$ cat src/rtl/npc_seq_ctrl.sv
// rtl/npc_seq_ctrl.sv - multi-cycle fetch/decode/exec/writeback sequencer for the NPC core
//
// Purpose: steps one instruction at a time through FETCH, DECODE, EXEC and WB.
//   It owns the architectural PC and the latched instruction register. It stops
//   for good on ebreak (HALT) or on a fault (TRAP), and it keeps cycle and
//   retire counters.
// Ports:
//   clk, rst                     core clock, asynchronous active-high reset
//   ifu_req_o / ifu_pc_o         fetch request and fetch address
//   ifu_vld_i / ifu_instr_i      fetched instruction handshake
//   instr_idu_o / pc_idu_o       latched instruction and its PC, to the decoder
//   idu_invld_i / idu_ebreak_i   decoder classification of the latched instruction
//   exu_start_o                  start pulse, driven in the first EXEC cycle only
//   exu_done_i                   execute result ready
//   exu_wb_en_i                  execute result writes rd
//   exu_next_pc_i                next PC computed by the execute unit
//   wrtbck_en_o                  register-file write enable, driven in WB only
//   halt_o / trap_o              sticky terminal status
//   trap_cause_o                 trap cause: 1 invalid, 2 exu timeout, 3 misaligned next PC
//   cycle_cnt_o / instret_cnt_o  running-cycle and retired-instruction counters
//   state_o                      current FSM state, for debug
module npc_seq_ctrl #(
  parameter int                    ADDR_WIDTH  = 32,
  parameter int                    INST_WIDTH  = 32,
  parameter logic [ADDR_WIDTH-1:0] RESET_PC    = 32'h8000_0000,
  parameter int                    CNT_WIDTH   = 64,
  parameter int                    EXU_TIMEOUT = 255
) (
  input  logic                  clk,
  input  logic                  rst,
  output logic                  ifu_req_o,
  output logic [ADDR_WIDTH-1:0] ifu_pc_o,
  input  logic                  ifu_vld_i,
  input  logic [INST_WIDTH-1:0] ifu_instr_i,
  output logic [INST_WIDTH-1:0] instr_idu_o,
  output logic [ADDR_WIDTH-1:0] pc_idu_o,
  input  logic                  idu_invld_i,
  input  logic                  idu_ebreak_i,
  output logic                  exu_start_o,
  input  logic                  exu_done_i,
  input  logic                  exu_wb_en_i,
  input  logic [ADDR_WIDTH-1:0] exu_next_pc_i,
  output logic                  wrtbck_en_o,
  output logic                  halt_o,
  output logic                  trap_o,
  output logic [1:0]            trap_cause_o,
  output logic [CNT_WIDTH-1:0]  cycle_cnt_o,
  output logic [CNT_WIDTH-1:0]  instret_cnt_o,
  output logic [2:0]            state_o
);

  typedef enum logic [2:0] {
    S_IDLE   = 3'd0,
    S_FETCH  = 3'd1,
    S_DECODE = 3'd2,
    S_EXEC   = 3'd3,
    S_WB     = 3'd4,
    S_HALT   = 3'd5,
    S_TRAP   = 3'd6
  } state_t;

  localparam logic [7:0] WDOG_MAX = 8'(EXU_TIMEOUT);

  state_t                  state, state_nxt;
  logic [1:0]              cause_q, cause_nxt;
  logic [ADDR_WIDTH-1:0]   pc_q, pc_idu_q, next_pc_q;
  logic [INST_WIDTH-1:0]   ir_q;
  logic [7:0]              wdog_q;
  logic                    wb_en_q;
  logic                    first_exec_q;
  logic [CNT_WIDTH-1:0]    cycle_q, instret_q;
  logic                    misaligned;

  assign misaligned = (exu_next_pc_i[1:0] != 2'b00);

  always_ff @(posedge clk or posedge rst) begin
    if (rst) state <= S_IDLE;
    else     state <= state_nxt;
  end

  always_comb begin
    state_nxt = state;
    cause_nxt = cause_q;
    case (state)
      S_IDLE:  state_nxt = S_FETCH;
      S_FETCH: if (ifu_vld_i) state_nxt = S_DECODE;
      S_DECODE: begin
        // An invalid flag takes priority over ebreak.
        if (idu_invld_i) begin
          state_nxt = S_TRAP;
          cause_nxt = 2'd1;
        end else if (idu_ebreak_i) begin
          state_nxt = S_HALT;
        end else begin
          state_nxt = S_EXEC;
        end
      end
      S_EXEC: begin
        // If done arrives in the final watchdog cycle, it wins over the timeout.
        if (exu_done_i) begin
          if (misaligned) begin
            state_nxt = S_TRAP;
            cause_nxt = 2'd3;
          end else begin
            state_nxt = S_WB;
          end
        end else if (wdog_q == WDOG_MAX) begin
          state_nxt = S_TRAP;
          cause_nxt = 2'd2;
        end
      end
      S_WB:    state_nxt = S_FETCH;
      S_HALT:  state_nxt = S_HALT;
      S_TRAP:  state_nxt = S_TRAP;
      default: state_nxt = S_IDLE;
    endcase
  end

  always_ff @(posedge clk or posedge rst) begin
    if (rst) begin
      pc_q         <= RESET_PC;
      pc_idu_q     <= '0;
      next_pc_q    <= '0;
      ir_q         <= '0;
      wdog_q       <= '0;
      wb_en_q      <= 1'b0;
      first_exec_q <= 1'b0;
      cause_q      <= 2'd0;
      cycle_q      <= '0;
      instret_q    <= '0;
    end else begin
      cause_q <= cause_nxt;
      if (state != S_HALT && state != S_TRAP) cycle_q <= cycle_q + 1'b1;
      case (state)
        S_FETCH: begin
          if (ifu_vld_i) begin
            ir_q     <= ifu_instr_i;
            pc_idu_q <= pc_q;
          end
        end
        S_DECODE: begin
          wdog_q       <= '0;
          first_exec_q <= 1'b1;
        end
        S_EXEC: begin
          first_exec_q <= 1'b0;
          if (exu_done_i) begin
            wb_en_q   <= exu_wb_en_i;
            next_pc_q <= exu_next_pc_i;
          end else begin
            wdog_q <= wdog_q + 1'b1;
          end
        end
        S_WB: begin
          pc_q      <= next_pc_q;
          instret_q <= instret_q + 1'b1;
        end
        default: ;
      endcase
    end
  end

  assign ifu_req_o     = (state == S_FETCH);
  assign ifu_pc_o      = pc_q;
  assign instr_idu_o   = ir_q;
  assign pc_idu_o      = pc_idu_q;
  assign exu_start_o   = (state == S_EXEC) && first_exec_q;
  assign wrtbck_en_o   = (state == S_WB) && wb_en_q;
  assign halt_o        = (state == S_HALT);
  assign trap_o        = (state == S_TRAP);
  assign trap_cause_o  = cause_q;
  assign cycle_cnt_o   = cycle_q;
  assign instret_cnt_o = instret_q;
  assign state_o       = state;

endmodule

$ cat config.mk
export PLATFORM = sky130hd
export DESIGN_NAME = npc_seq_ctrl
export DESIGN_NICKNAME = d
export VERILOG_FILES = /design/src/rtl/npc_seq_ctrl.sv
export SDC_FILE = /design/constraint.sdc
export NUM_CORES = 1
export LEC_CHECK = 0
export BUFFER_PORTS_ARGS = -buffer_cell sky130_fd_sc_hd__buf_2
export CAP_MARGIN = 20
export CORE_ASPECT_RATIO = 1.75
export CORE_MARGIN = 5
export CORE_UTILIZATION = 48
export DETAILED_ROUTE_END_ITERATION = 10
export GPL_TIMING_DRIVEN = 0
export PLACE_DENSITY = 0.77
export SLEW_MARGIN = 0
export SYNTH_ARGS = -nofsm -noshare
export SYNTH_HDL_FRONTEND = slang
export SYNTH_SLANG_ARGS = --single-unit
$ cat constraint.sdc
create_clock -name clk -period 7.5 [get_ports clk]
set_input_delay 0.75 -clock clk [delete_from_list [all_inputs] [get_ports clk]]
set_output_delay 0.75 -clock clk [all_outputs]
set_load 0.05 [all_outputs]
==> results_dict.tcl <==
set metrics [dict create \
    outcome "completed" \
    cts_setup_buffers 0 \
    clk_path_buf_depth 3 \
    io_buffers 304 \
    cts.sinks 271 \
    syn_inst 894 \
    final_area_um2 14300 \
    synthArstFlopShare 1.00 \
    start_util 0.488 \
    period_needed_ns 3.71 \
    routabilityCongestion 0.818 \
    num-fill-cells 1916 \
    synth_top_cells_by_count "270 x dfrtp_1, 132 x mux2_2, 72 x xnor2_1" \
    clk_pin_slew_ns 0.06 \
    gr-usage-met1 0.240 \
    cts_buffers 25 \
    multi_input_area_um2 4520 \
    startpoint_type "flip-flop" \
    tns_ns 0 \
    area_growth_pct 24.7 \
    hold_class "in2async" \
    layout-drive-gt1-share 0.412 \
    drt_iter0_drc 291 \
    io_pins 305 \
    antenna_cells 0 \
    synth.avg_cell_area_um2 12.8 \
    drtPass1Iterations 4 \
    hold_buffers 0 \
    ys_seq_elements 271 \
    h-tree-depth 1 \
    grt_pass1_wl_um 47400 \
    maxSlewViolCount 0 \
    syn-num-nets 968 \
    worstPathArrival_ns 2.96 \
    fin_skew_ns 0.00825 \
    yosys.cell_types.count 44 \
    detail_route.vias_per_cell 5.29 \
    critPathMaxFanout 10 \
    rsz0062_at_grt "no" \
    slew_headroom 0.533 \
    yosysWarnings 0 \
    grt.total_usage 0.213 \
    synth_ff_type "dfrtp_1" \
    yosysSeqAreaShare 0.593 \
    ctsResizeCount 0 \
    dp_hpwl_um 21900 \
    avgRoutedWirePerCell_um 18.5 \
    final.period_utilization 0.494 \
    die_w_um 127 \
    path_class "reg2out" \
    synth_top_area_frac 0.591 \
    clock-root-buffer "clkbuf_16" \
    p_total_mw 5.62 \
    power_density_nw_per_um2 394 \
    yosysTopAreaCell "dfrtp_1" \
    wl_um 28700 \
    syn_area_um2 11400 \
    met3_usage 0.0511 \
    overflow 0 \
    grt_pass1_vias 8807 \
    cts_tree "built" \
    ir_worst_vdd_mv 0.369 \
    synth_edf_count 0 \
    p_leak_nw 7.22 \
    tightest_slew_ns 0.694 \
    fmax_mhz 270 \
    vias 8216 \
    core_um2 23400 \
    nets 1306 \
    cp.required_ns 6.75 \
    yosysMostFrequentCell "dfrtp_1" \
    seq_area_um2 6780 \
    antenna_found_initial 1 \
    grt_max_degree 43 \
    clkLatencyLatePin_ns 0.52 \
    busiest_layer "met2" \
    drc_errors 0 \
    ant_nets 0 \
    die_h_um 214 \
    cap_violations 0 \
    end_kind "output port" \
    setup_viol 0 \
    num_rows 74 \
    die_area_um2 27100 \
    use_met2 0.390 \
    finalHoldViolations 0 \
    place_area_um2 13500 \
    synth_area_leaders "dfrtp_1 59%, mux2_2 13%, xnor2_1 5.5%, xor2_1 4.7%, nand4_1 2.1%" \
]
## registers in the layout, indices dropped and copies added (netlist names)
register       count
instr_idu_o       32
state_o            3
pc_idu_o          32
wb_en_q            1
first_exec_q       1
ifu_pc_o          32
cycle_cnt_o       64
wdog_q             8
next_pc_q         32
instret_cnt_o     64
trap_cause_o       2
## worst max-delay path, cell delays in order, from the launching register on
cell	delay, ns
dfrtp_1	0.37
buf_4	0.19
nor3b_2	0.36
clkbuf_1	0.50
clkbuf_1	0.54
and2_1	0.22
buf_2	0.27
## power by group
part           total (mW)  switching, mW  leakage (nW)  internal, mW
registers            2.13          0.258          3.50          1.87
logic                2.27           1.60          3.33         0.668
clock network        1.22          0.539         0.394         0.684
total                5.62           2.39          7.22          3.22
## per-layer routing
metal / vias up / share of wire
met3: 61 / 0.068
met2: 277 / 0.54
li1: 3779 / -
met4: 2 / 0.031
met5: - / 0.00070
met1: 4097 / 0.36
## path summary, 6_finish.rpt
check	slack, ns	depth (start not counted)	to	startpoint
setup reg to reg	4.98	5	ifu_pc_o[20]	state_o[2]
hold / removal	0.26	2	cycle_cnt_o[51]	rst
max in group asynchronous	6.17	5	ifu_pc_o[31]	rst
setup / recovery	3.79	6	wrtbck_en_o	state_o[2]
hold reg to reg	0.47	1	instret_cnt_o[63]	instret_cnt_o[63]
min in group clk	0.46	2	next_pc_q[2]	exu_next_pc_i[2]
## logic make-up after synthesis
family / count (synthesis) / share of synthesized area
muxes: 132 / 0.130
AOI/OAI and AO/OA: 15 / 0.0108
DFF: 271 / 0.593
xor gates and xnor gates: 133 / 0.102
adders and majority gates: 3 / 0.00328
and+or+nand+nor: 310 / 0.149
buffers and inverters: 30 / 0.0116
## placed cells by master (no fill, tap or decap), drive strengths merged, types with 19 or more instances in the layout
master,n
nand3,49
nand2,64
and3,24
nor2,55
nor3,19
nand4,41
buf,323
dfrtp,270
xnor2,72
clkbuf,42
mux2,132
xor2,61
## stage by stage
step                      hold slack (ns)   util  setup WS (ns)  std cells
after floorplan                     0.442      -           3.17        894
after global placement              0.457  0.569           1.60       1502
after detailed placement            0.461  0.575           4.21       1509
after CTS                           0.241  0.609           3.63       1552
after global routing                0.282  0.609           3.52       1552
final                               0.257  0.609           3.79       1552
## final cells by class
| type | count | area share |
|---|---|---|
| plain buffers | 22 | 0.00720 |
| clock buffers | 32 | 0.0485 |
| clock inverters | 11 | 0.00588 |
| inverters | 8 | 0.00237 |
| multi-input cells | 593 | 0.317 |
| flip-flops and latches | 271 | 0.476 |
| well taps | 304 | 0.0267 |
| repair buffers | 311 | 0.117 |
Note: power is estimated with default switching activity, not from simulation.
